File: config.mk
export PLATFORM = sky130hd
export DESIGN_NAME = sd_serializer
export DESIGN_NICKNAME = d
export VERILOG_FILES = /design/src/rtl/sd_pkg.sv /design/src/rtl/sd_serializer.sv
export SDC_FILE = /design/constraint.sdc
export NUM_CORES = 1
export LEC_CHECK = 0
export ABC_AREA = 1
export CAP_MARGIN = 10
export CORE_MARGIN = 1.5
export CORE_UTILIZATION = 52
export CTS_CLUSTER_DIAMETER = 30
export DETAILED_ROUTE_END_ITERATION = 10
export PLACE_DENSITY = 0.81
export RECOVER_POWER = 100
export SYNTH_ARGS = -nofsm -noshare
export SYNTH_HDL_FRONTEND = slang
export SYNTH_SLANG_ARGS = --single-unit
File: constraint.sdc
create_clock -name clk -period 2.2 [get_ports clk]
set_clock_uncertainty 0.2 [all_clocks]
set_input_delay 0.44 -clock clk [delete_from_list [all_inputs] [get_ports clk]]
set_output_delay 0.44 -clock clk [all_outputs]
set_load 0.05 [all_outputs]
File: src/rtl/sd_pkg.sv
// Shared types and constants for the 1011 detector front end and its benches.
package sd_pkg;

    typedef enum logic [0:0] {
        StIdle,
        StShift
    } sd_state_e;

    localparam int unsigned SD_WORD_W = 8;

    function automatic int unsigned cnt_w(input int unsigned width);
        return (width < 2) ? 1 : $clog2(width);
    endfunction

endpackage

File: src/rtl/sd_serializer.sv
// Double-buffered parallel-to-serial converter: one word shifting on PO, one word waiting in hold.
module sd_serializer
    import sd_pkg::*;
#(
    parameter int unsigned WIDTH      = SD_WORD_W,
    parameter bit          MSB_FIRST  = 1'b1,
    parameter bit          IDLE_LEVEL = 1'b0
) (
    input  logic             clk,
    input  logic             reset,
    input  logic [WIDTH-1:0] in_data,
    input  logic             in_valid,
    output logic             in_ready,
    output logic             PO,
    output logic             po_valid,
    output logic             po_last,
    output logic             busy
);

    localparam int unsigned    CntW    = cnt_w(WIDTH);
    localparam logic [CntW-1:0] CntLast = CntW'(WIDTH - 1);

    sd_state_e        state_q, state_d;
    logic [WIDTH-1:0] shift_q, shift_d;
    logic [WIDTH-1:0] hold_q, hold_d;
    logic             hold_full_q, hold_full_d;
    logic [CntW-1:0]  cnt_q, cnt_d;

    logic             xfer;
    logic             last_bit;
    logic             head_bit;
    logic [WIDTH-1:0] shift_adv;

    assign in_ready = reset & ~hold_full_q;
    assign xfer     = in_valid & in_ready;
    assign last_bit = (state_q == StShift) && (cnt_q == CntLast);
    assign head_bit = MSB_FIRST ? shift_q[WIDTH-1] : shift_q[0];
    // Consumed bit falls off the sending end; the vacated end fills with zero.
    assign shift_adv = MSB_FIRST ? {shift_q[WIDTH-2:0], 1'b0} : {1'b0, shift_q[WIDTH-1:1]};

    always_comb begin
        state_d     = state_q;
        shift_d     = shift_q;
        hold_d      = hold_q;
        hold_full_d = hold_full_q;
        cnt_d       = cnt_q;
        unique case (state_q)
            StIdle: begin
                if (xfer) begin
                    shift_d = in_data;
                    cnt_d   = '0;
                    state_d = StShift;
                end
            end
            StShift: begin
                if (!last_bit) begin
                    shift_d = shift_adv;
                    cnt_d   = cnt_q + CntW'(1);
                    if (xfer) begin
                        hold_d      = in_data;
                        hold_full_d = 1'b1;
                    end
                end else if (hold_full_q) begin
                    // in_ready is low here, so no incoming word can collide with this move.
                    shift_d     = hold_q;
                    hold_full_d = 1'b0;
                    cnt_d       = '0;
                end else if (xfer) begin
                    shift_d = in_data;
                    cnt_d   = '0;
                end else begin
                    shift_d = '0;
                    cnt_d   = '0;
                    state_d = StIdle;
                end
            end
            default: state_d = StIdle;
        endcase
    end

    always_ff @(posedge clk) begin
        if (!reset) begin
            state_q     <= StIdle;
            shift_q     <= '0;
            hold_q      <= '0;
            hold_full_q <= 1'b0;
            cnt_q       <= '0;
        end else begin
            state_q     <= state_d;
            shift_q     <= shift_d;
            hold_q      <= hold_d;
            hold_full_q <= hold_full_d;
            cnt_q       <= cnt_d;
        end
    end

    always_comb begin
        PO       = (state_q == StShift) ? head_bit : IDLE_LEVEL;
        po_valid = (state_q == StShift);
        po_last  = last_bit;
        busy     = (state_q == StShift) | hold_full_q;
    end

endmodule

# Word level (Yosys, flattened, before mapping)
# Cells that the tools add are included.
# totals
reg_bits,21
in_bits,11
# op_classes
n_addsub,1
n_mux,15
reduce_logical,4
n_bitwise,6
eq_ne,2
# ops
op,n
two-way mux 8 bit,4
case mux 8 bit (2 select lines),1
two-way mux 1 bit,6
two-way mux 3 bit,2
case mux 3 bit (2 select lines),1
"adder 3 x 1 -> 3 bit, second input constant",1
"equality test 3 bit, second input constant",1
NOT 1 bit,3
AND reduction 3 bit,1
AND 1 bit,2
"!= test 2 bit, second input constant",1
case mux 1 bit (2 select lines),1
AND reduction 2 bit,1
nonzero test 2 bit,1
logical AND 1 bit,1
OR 1 bit,1

# Logic depth before layout (Yosys ltp)
# Gate-level depths: netlist of the first run.
# depth
word_depth,7
depth_mapped,8
depth_no_buf,8

# Worst setup path after synthesis of the first run
# No wires, ideal clock.
# synth_timing
path_kind,register to output
startpoint,"reg state_q, in the netlist po_valid"
endpoint,out busy
arrival_time_ns,1.338
path_stages_with_launch,4
required_ns,1.560
n_path_buf,1
slack_ns,0.222
cell_sequence,dfxtp_1 inv_2 buf_2 nand2_1
# synth_via
elab_chain_len,1
# synth_rtl
element,line,text
from (decl),sd_serializer.sv:23,"sd_state_e state_q, state_d;"
from (signal assigned),sd_serializer.sv:83,state_q <= StIdle;
from (signal assigned),sd_serializer.sv:89,state_q <= state_d;
OR 1 bit,sd_serializer.sv:101,busy = (state_q == StShift) | hold_full_q;
to (decl),sd_serializer.sv:17,output logic busy
# No other way between the ends.

# Worst setup path after layout of the first run
# layout_timing
startpoint,in reset
endpoint,reg hold_q[3]
# layout_via
elab_chain_len,3
# layout_rtl
element,line,text
from (decl),sd_serializer.sv:10,"input logic reset,"
AND 1 bit,sd_serializer.sv:34,assign in_ready = reset & ~hold_full_q;
AND 1 bit,sd_serializer.sv:35,assign xfer = in_valid & in_ready;
AND reduction 3 bit (no source line),n/a,
to (signal assigned),sd_serializer.sv:91,hold_q <= hold_d;
to (decl),sd_serializer.sv:25,"logic [WIDTH-1:0] hold_q, hold_d;"
# Parallel ways exist; a longest one is shown, timed or not.
# A chain may end at the register's enable or synchronous reset.

==> results.py, run 1 <==
metrics = {
    "status": {
        "run_status": "complete, no violations",
    },
    "place": {
        "dp_worst_slack_ps": 181,
        "finalWeightedCongestion": 0.852,
        "port-buffer-count": 15,
        "post-dp-hpwl_um": 1800,
    },
    "clock_tree": {
        "clockRootBuffer": "sky130_fd_sc_hd__clkbuf_4",
        "clock_buffer_depth": 2,
        "clkTransAtPathRegs_ps": 120,
        "post_cts_hold_buffer_count": 0,
        "tritoncts": "built",
        "insertion_delay_ps": 300,
        "cts-buffers-inserted": 3,
        "cts.htree.levels": 1,
        "cts.sink_count": 21,
    },
    "final_layout": {
        "areaGrowthSynthToFinish_pct": 14.0,
        "fraction_of_final_layout_cells_with_drive_strength_greater_than_1_pct": 11.9,
        "num_antenna_cells": 0,
        "finish.utilization_pct": 63.3,
        "final_net_count": 191,
    },
    "synthesis": {
        "synth_simple_gate_area_share_pct": 37.8,
        "synthXorXnorAreaFrac_pct": 0,
        "synth_area_leaders": "sky130_fd_sc_hd__dfxtp_1 (38%), sky130_fd_sc_hd__nand2_1 (23%), sky130_fd_sc_hd__a21oi_1 (9.1%), sky130_fd_sc_hd__nand4_1 (5.1%), sky130_fd_sc_hd__o21ai_0 (3.6%)",
        "number_of_enable_flip_flop_cells_after_synthesis": 0,
        "synth_fp_nets": 174,
        "syn_area_per_cell_um2": 6.84,
        "synth_async_sr_flop_share_pct": 0,
        "synth_top_family_by_area": "simple AND/OR/NAND/NOR gates",
        "post_synth_inst_count": 161,
        "synth_seq_cells": 21,
        "synthMuxAreaShare_pct": 0,
        "synth_top_cell_area_share_pct": 38.2,
        "netlist_area_before_placement_um2": 1100,
        "synth_warnings": 0,
        "yosys.area_share.adder_pct": 2.27,
        "synth_flop_cell": "sky130_fd_sc_hd__dfxtp_1",
        "count_of_cell_types_in_the_netlist": 22,
        "seq_area_frac_synth_pct": 38.2,
        "synth_compound_area_share_pct": 13.3,
        "synth_top_cell_by_area": "sky130_fd_sc_hd__dfxtp_1",
    },
    "drt": {
        "detail-route-antenna-nets": 0,
        "drt_iter0_markers": 25,
        "detail_route.drc_violations": 0,
        "routed_wirelength_um": 2530,
        "num_vias": 1126,
        "dr_wl_cell_um": 12.4,
        "detailedRoute.firstPassIterationCount": 4,
        "detail_route.vias_per_cell": 5.52,
    },
    "critical_path": {
        "end_kind": "flip-flop",
        "setup.worst_path.start": "reset",
        "cp_slowest_cell": "sky130_fd_sc_hd__clkdlybuf4s50_1",
        "timing.critical_path.required_ps": 2210,
        "worst_path_fanout_max": 9,
        "r2r.worst_path.cells": 6,
        "critPathKind": "input pin to flip-flop",
        "critical-path-max-stage-delay_ps": 520,
        "critical_path_cell_list": "clkdlybuf4s50_1 > nand3_1 > nor2_2 > inv_1 > nand2_1 > a21oi_1",
        "r2r_start": "hold_full_q$_SDFFE_PN0P_",
        "arrival_ps": 2080,
        "startpoint_type": "input pin",
    },
    "power_and_ir_drop": {
        "cellLeakagePower_nw": 0.544,
        "worst_ir_drop_vdd_v": 0.000367,
        "ratio_of_total_power_to_cell_area_nw_per_um2": 590,
    },
    "floorplanning": {
        "boundaryPins": 16,
        "overall_die_width_um": 49.0,
        "die_area_um2": 2400,
        "rows": 16,
        "core_area_um2": 1980,
        "die_y_um": 49.0,
        "floorplan.initialDensity_pct": 55.6,
    },
    "global_routing": {
        "globalRouteMet2Util_pct": 40.2,
        "grtUsageMet3_pct": 1.84,
        "antenna_found_initial": 0,
        "track_usage_pct": 22.5,
        "gr-max-usage-layer": "met2",
        "maximum_number_of_pins_on_one_net_before_global_route_repair": 19,
        "globalRoute.totalOverflow": 0,
        "grt_pass1_wl_um": 4290,
        "groute.layer.met1.usage_pct": 27.8,
        "first_global_vias": 1047,
    },
    "timing": {
        "setup_ws_ps": 122,
        "fin_crit_sh_pct": 94.5,
        "count_of_endpoints_failing_hold_in_the_final_timing_report": 0,
        "worst_slew_margin_rel_pct": 49.3,
        "setup_repair_after_global_routing_missed_its_margin": "no",
        "setup_viol_count_final": 0,
        "maxClockFrequency_mhz": 481,
        "final.setup.tns_ps": 0,
        "timing_worst_slew_pin_value_ps": 761,
        "final_period_minus_worst_setup_slack_ps": 2080,
        "maxSlewViolCount": 0,
    },
    "worst_hold_path": {
        "min-delay-start": "hold_q[4]$_SDFFE_PN0P_",
        "min_delay_path_depth": 2,
        "min-delay-path-class": "flip-flop to flip-flop",
    },
    "flow_run": {
        "cap_violations": 0,
    },
}
worst max-delay path, delay by kind of cell:
kind | cells | cell delay (ps)
simple gates | 3 | 820
compound gates | 1 | 60
buf+inv | 2 | 760
Yosys cell counts, types with 2 or more instances:
cell / count
sky130_fd_sc_hd__inv_2: 4
sky130_fd_sc_hd__a21oi_1: 20
sky130_fd_sc_hd__nand2_1: 68
sky130_fd_sc_hd__ha_1: 2
sky130_fd_sc_hd__nor2_1: 9
sky130_fd_sc_hd__nor2_2: 2
sky130_fd_sc_hd__buf_2: 2
sky130_fd_sc_hd__nand4_1: 9
sky130_fd_sc_hd__buf_4: 4
sky130_fd_sc_hd__nand3_1: 2
sky130_fd_sc_hd__dfxtp_1: 21
sky130_fd_sc_hd__o21ai_0: 8
layout by cell type (no fill, tap or decap), drive strengths merged:
cell type      instances
buf                    6
dfxtp                 21
inv                    8
a21oi                 20
o21ai                  8
nand3                  3
nand4                  9
clkbuf                 7
clkinv                 1
nor2                  12
clkdlybuf4s50         10
ha                     2
nand2                 69
a31oi                  1
logic make-up after synthesis:
group	after synthesis
simple gates	93
compound gates	29
flops	21
buf+inv	16
fa+ha+maj	2
layer usage:
| layer | part of all wire (%) | up-vias |
|---|---|---|
| met2 | 52 | 40 |
| met1 | 43 | 531 |
| met5 | 0 | - |
| met3 | 4.6 | 2 |
| li1 | - | 553 |
| met4 | 0.55 | 0 |
power breakdown:
group / leakage (nW) / internal, W / switching, W
registers: 0.172 / 0.000401 / 0.0000120
logic: 0.355 / 0.0000531 / 0.0000904
clock network: 0.0177 / 0.0000677 / 0.000116
total: 0.544 / 0.000522 / 0.000219
final cells by class:
| cell class | instances | area (um^2) |
|---|---|---|
| Fill cell | 192 | 727 |
| Multi-Input combinational cell | 124 | 562 |
| Sequential cell | 21 | 420 |
| Timing Repair Buffer | 20 | 174 |
| Inverter | 8 | 37.5 |
| Tap cell | 27 | 33.8 |
| Clock buffer | 3 | 22.5 |
| Clock inverter | 1 | 5.00 |
path summary, 6_finish.rpt:
path / slack, ps / endpoint
worst max-delay path: 120 / hold_q[3]$_SDFFE_PN0P_
worst min-delay path: 270 / hold_q[4]$_SDFFE_PN0P_
worst max register to register: 150 / hold_q[3]$_SDFFE_PN0P_
worst min register to register: 270 / hold_q[4]$_SDFFE_PN0P_
repair_timing:
item                                    CTS  global route
setup buffers                             0             0
hold endpoints to repair                  0             0
endpoints found under the setup margin    0             2
gates resized for setup                   0             4
state kept, by name (all words and copies together), names as in the netlist:
| name | flops |
|---|---|
| hold_q | 8 |
| shift_q | 8 |
| cnt_q | 3 |
| hold_full_q | 1 |
| po_valid | 1 |
metrics by stage:
| step | hold WS (ps) | cells | total power, W | area (um^2) |
|---|---|---|---|---|
| after global placement | 243 | 200 | 0.000572 | 1280 |
| after CTS | 272 | 204 | 0.000763 | 1310 |
| after detailed placement | 254 | 200 | 0.000576 | 1280 |
| final | 272 | 204 | 0.000740 | 1250 |
| after floorplan | 228 | 161 | 0.000519 | 1100 |
| after global routing | 293 | 204 | 0.000779 | 1250 |
Power figures use the tool's default switching activity.
==> run 2: changes to the inputs <==
ABC_AREA = 0   (was 1)
CORE_UTILIZATION = 53   (was 52)
==> results.py, run 2 <==
metrics = {
    "timing": {
        "fin_crit_sh_pct": 95.4,
        "final_period_minus_worst_setup_slack_ps": 2100,
        "setup_repair_after_global_routing_missed_its_margin": "no",
        "setup_viol_count_final": 0,
        "count_of_endpoints_failing_hold_in_the_final_timing_report": 0,
        "timing_worst_slew_pin_value_ps": 446,
        "maxSlewViolCount": 0,
        "final.setup.tns_ps": 0,
        "maxClockFrequency_mhz": 476,
        "worst_slew_margin_rel_pct": 70.3,
        "worst_hold_slack_ps": 293,
    },
    "global_routing": {
        "globalRoute.totalOverflow": 0,
        "first_global_vias": 1039,
        "antenna_found_initial": 0,
        "grt_pass1_wl_um": 4840,
        "track_usage_pct": 24.6,
        "maximum_number_of_pins_on_one_net_before_global_route_repair": 19,
    },
    "clock_tree": {
        "clock_buffer_depth": 2,
        "clkTransAtPathRegs_ps": 110,
        "post_cts_hold_buffer_count": 0,
        "cts.htree.levels": 1,
        "insertion_delay_ps": 300,
        "post_cts.repair.setup_buffers": 0,
        "cts-buffers-inserted": 3,
        "cts_resized": 1,
        "cts.sink_count": 21,
        "tritoncts": "built",
        "clockRootBuffer": "sky130_fd_sc_hd__clkbuf_4",
    },
    "synthesis": {
        "synth_seq_cells": 21,
        "synth_flop_cell": "sky130_fd_sc_hd__dfxtp_1",
        "post_synth_inst_count": 148,
        "synth_simple_gate_area_share_pct": 30.3,
        "synth_area_leaders": "sky130_fd_sc_hd__dfxtp_1 (36%), sky130_fd_sc_hd__a21oi_1 (6.8%), sky130_fd_sc_hd__nand4b_1 (5.9%), sky130_fd_sc_hd__o311a_1 (5.9%), sky130_fd_sc_hd__a21boi_0 (5.7%)",
        "synthMuxAreaShare_pct": 0,
        "syn_area_per_cell_um2": 7.98,
        "synth_top_cell_area_share_pct": 35.6,
        "seq_area_frac_synth_pct": 35.6,
        "synth_compound_area_share_pct": 25.1,
        "synth_top_family_by_area": "simple AND/OR/NAND/NOR gates",
        "synth_fp_nets": 161,
        "count_of_cell_types_in_the_netlist": 26,
        "yosys.area_share.adder_pct": 2.12,
        "number_of_enable_flip_flop_cells_after_synthesis": 0,
        "netlist_area_before_placement_um2": 1180,
        "synth_top_cell_by_area": "sky130_fd_sc_hd__dfxtp_1",
        "most_common_library_cells_after_synthesis": "sky130_fd_sc_hd__dfxtp_1 (21), sky130_fd_sc_hd__a21oi_1 (16), sky130_fd_sc_hd__nand2_1 (10), sky130_fd_sc_hd__nor2_1 (10)",
        "synth_async_sr_flop_share_pct": 0,
        "yosys.cell_count.top_type": "sky130_fd_sc_hd__dfxtp_1",
        "synthXorXnorAreaFrac_pct": 0,
        "synth_warnings": 0,
    },
    "place": {
        "placedCellCount": 188,
        "post-dp-hpwl_um": 2060,
        "finalWeightedCongestion": 0.811,
        "port-buffer-count": 15,
    },
    "floorplanning": {
        "die_area_um2": 2520,
        "rows": 16,
        "floorplan.initialDensity_pct": 58.4,
        "boundaryPins": 16,
        "die_y_um": 50.2,
        "overall_die_width_um": 50.2,
        "core_area_um2": 2020,
    },
    "worst_hold_path": {
        "min-delay-path-class": "flip-flop to flip-flop",
    },
    "final_layout": {
        "final_net_count": 179,
        "multi_input_comb_area_um2": 682,
        "ff_latch_area_um2": 422,
        "layout.cells.non_filler": 192,
        "layout_commonest_cell": "sky130_fd_sc_hd__dfxtp_1",
        "filler_cell_count": 175,
        "num_antenna_cells": 0,
        "reg.largest.list": "hold_q: 8 flops, shift_q: 8 flops, cnt_q: 3 flops",
        "areaGrowthSynthToFinish_pct": 22.9,
        "fraction_of_final_layout_cells_with_drive_strength_greater_than_1_pct": 12.1,
        "most-common-layout-cells": "sky130_fd_sc_hd__dfxtp_1 (20), sky130_fd_sc_hd__a21oi_1 (16), sky130_fd_sc_hd__nand2_1 (10), sky130_fd_sc_hd__nor2_1 (10), sky130_fd_sc_hd__clkdlybuf4s50_1 (10)",
    },
    "drt": {
        "detailedRoute.firstPassIterationCount": 4,
        "num_vias": 1162,
        "drt_iter0_markers": 49,
        "detail_route.vias_per_cell": 6.05,
        "detail-route-antenna-nets": 0,
        "detail_route.drc_violations": 0,
        "dr_wl_cell_um": 15.0,
        "routed_wirelength_um": 2890,
    },
    "power_and_ir_drop": {
        "power.switching_fraction_pct": 29.7,
        "cellLeakagePower_nw": 0.546,
        "part_of_the_power_in_registers_pct": 51.9,
        "worst_ir_drop_vdd_v": 0.000452,
        "power.switching_w": 0.000244,
        "p_int_w": 0.000576,
        "p_clk_share_pct": 23.0,
        "ratio_of_total_power_to_cell_area_nw_per_um2": 565,
        "power_frac_comb_pct": 25.1,
    },
    "flow_run": {
        "cap_violations": 0,
    },
    "critical_path": {
        "startpoint_type": "flip-flop",
        "timing.critical_path.required_ps": 1560,
        "end_kind": "output pin",
        "worst_path_fanout_max": 13,
        "arrival_ps": 1460,
        "critPathKind": "flip-flop to output pin",
    },
    "status": {
        "run_status": "complete, no violations",
    },
}
## run 2: area by class of cell
| type | count | area share, % |
|---|---|---|
| flip-flops and latches | 21 | 29.1 |
| well taps | 27 | 2.33 |
| repair buffers | 27 | 19.1 |
| inverters | 3 | 0.776 |
| clock buffers | 4 | 1.81 |
| multi-input cells | 110 | 47.0 |
## run 2: worst paths after layout
kind | from | endpoint | slack, ps | depth (start not counted)
max reg2reg | cnt_q[0]$_SDFFE_PN0P_ | shift_q[6]$_SDFFE_PN0P_ | 200 | 6
max | hold_full_q$_SDFFE_PN0P_ | busy | 100 | 3
min reg2reg | hold_q[4]$_SDFFE_PN0P_ | hold_q[4]$_SDFFE_PN0P_ | 290 | 2
min | hold_q[4]$_SDFFE_PN0P_ | hold_q[4]$_SDFFE_PN0P_ | 290 | 2
## run 2: worst max-delay path, stage by stage (launching register included)
cell and delay, ps:
sky130_fd_sc_hd__dfxtp_1 420, sky130_fd_sc_hd__clkbuf_2 230, sky130_fd_sc_hd__or2_2 350, sky130_fd_sc_hd__buf_12 160
## run 2: cell families after synthesis
logic type	after synthesis
AOI/OAI and AO/OA	45
buffers and inverters	17
and+or+nand+nor	63
adders and majority gates	2
DFF	21
## run 2: per-stage QoR
stage / power, W / worst slack [ps] / cell area (um^2) / util (%)
3_3_place_gp: 0.000633 / 184 / 1440 / 71.2
5_1_grt: 0.000863 / 3.03 / 1450 / 71.8
3_5_place_dp: 0.000640 / 131 / 1440 / 71.2
4_1_cts: 0.000823 / 76.2 / 1470 / 72.6
2_1_floorplan: 0.000555 / 66.3 / 1180 / -
6_report: 0.000820 / 101 / 1450 / 71.8
## run 2: routing by layer
layer	wire [um]	track usage (%)	up-vias	part of all wire [%]
met2	1440	40.1	31	50
li1	-	-	567	-
met5	0	0	-	0
met1	1310	34.9	558	45
met3	97	3.57	6	3.4
met4	43	4.17	0	1.5
## run 2: power groups by stage
stage	registers (W)	logic [W]	clock network [W]
finish	0.000426	0.000206	0.000188
global route	0.000429	0.000224	0.000210
CTS	0.000425	0.000208	0.000189
detailed placement	0.000434	0.000206	0
global placement	0.000432	0.000201	0
floorplan	0.000427	0.000128	0
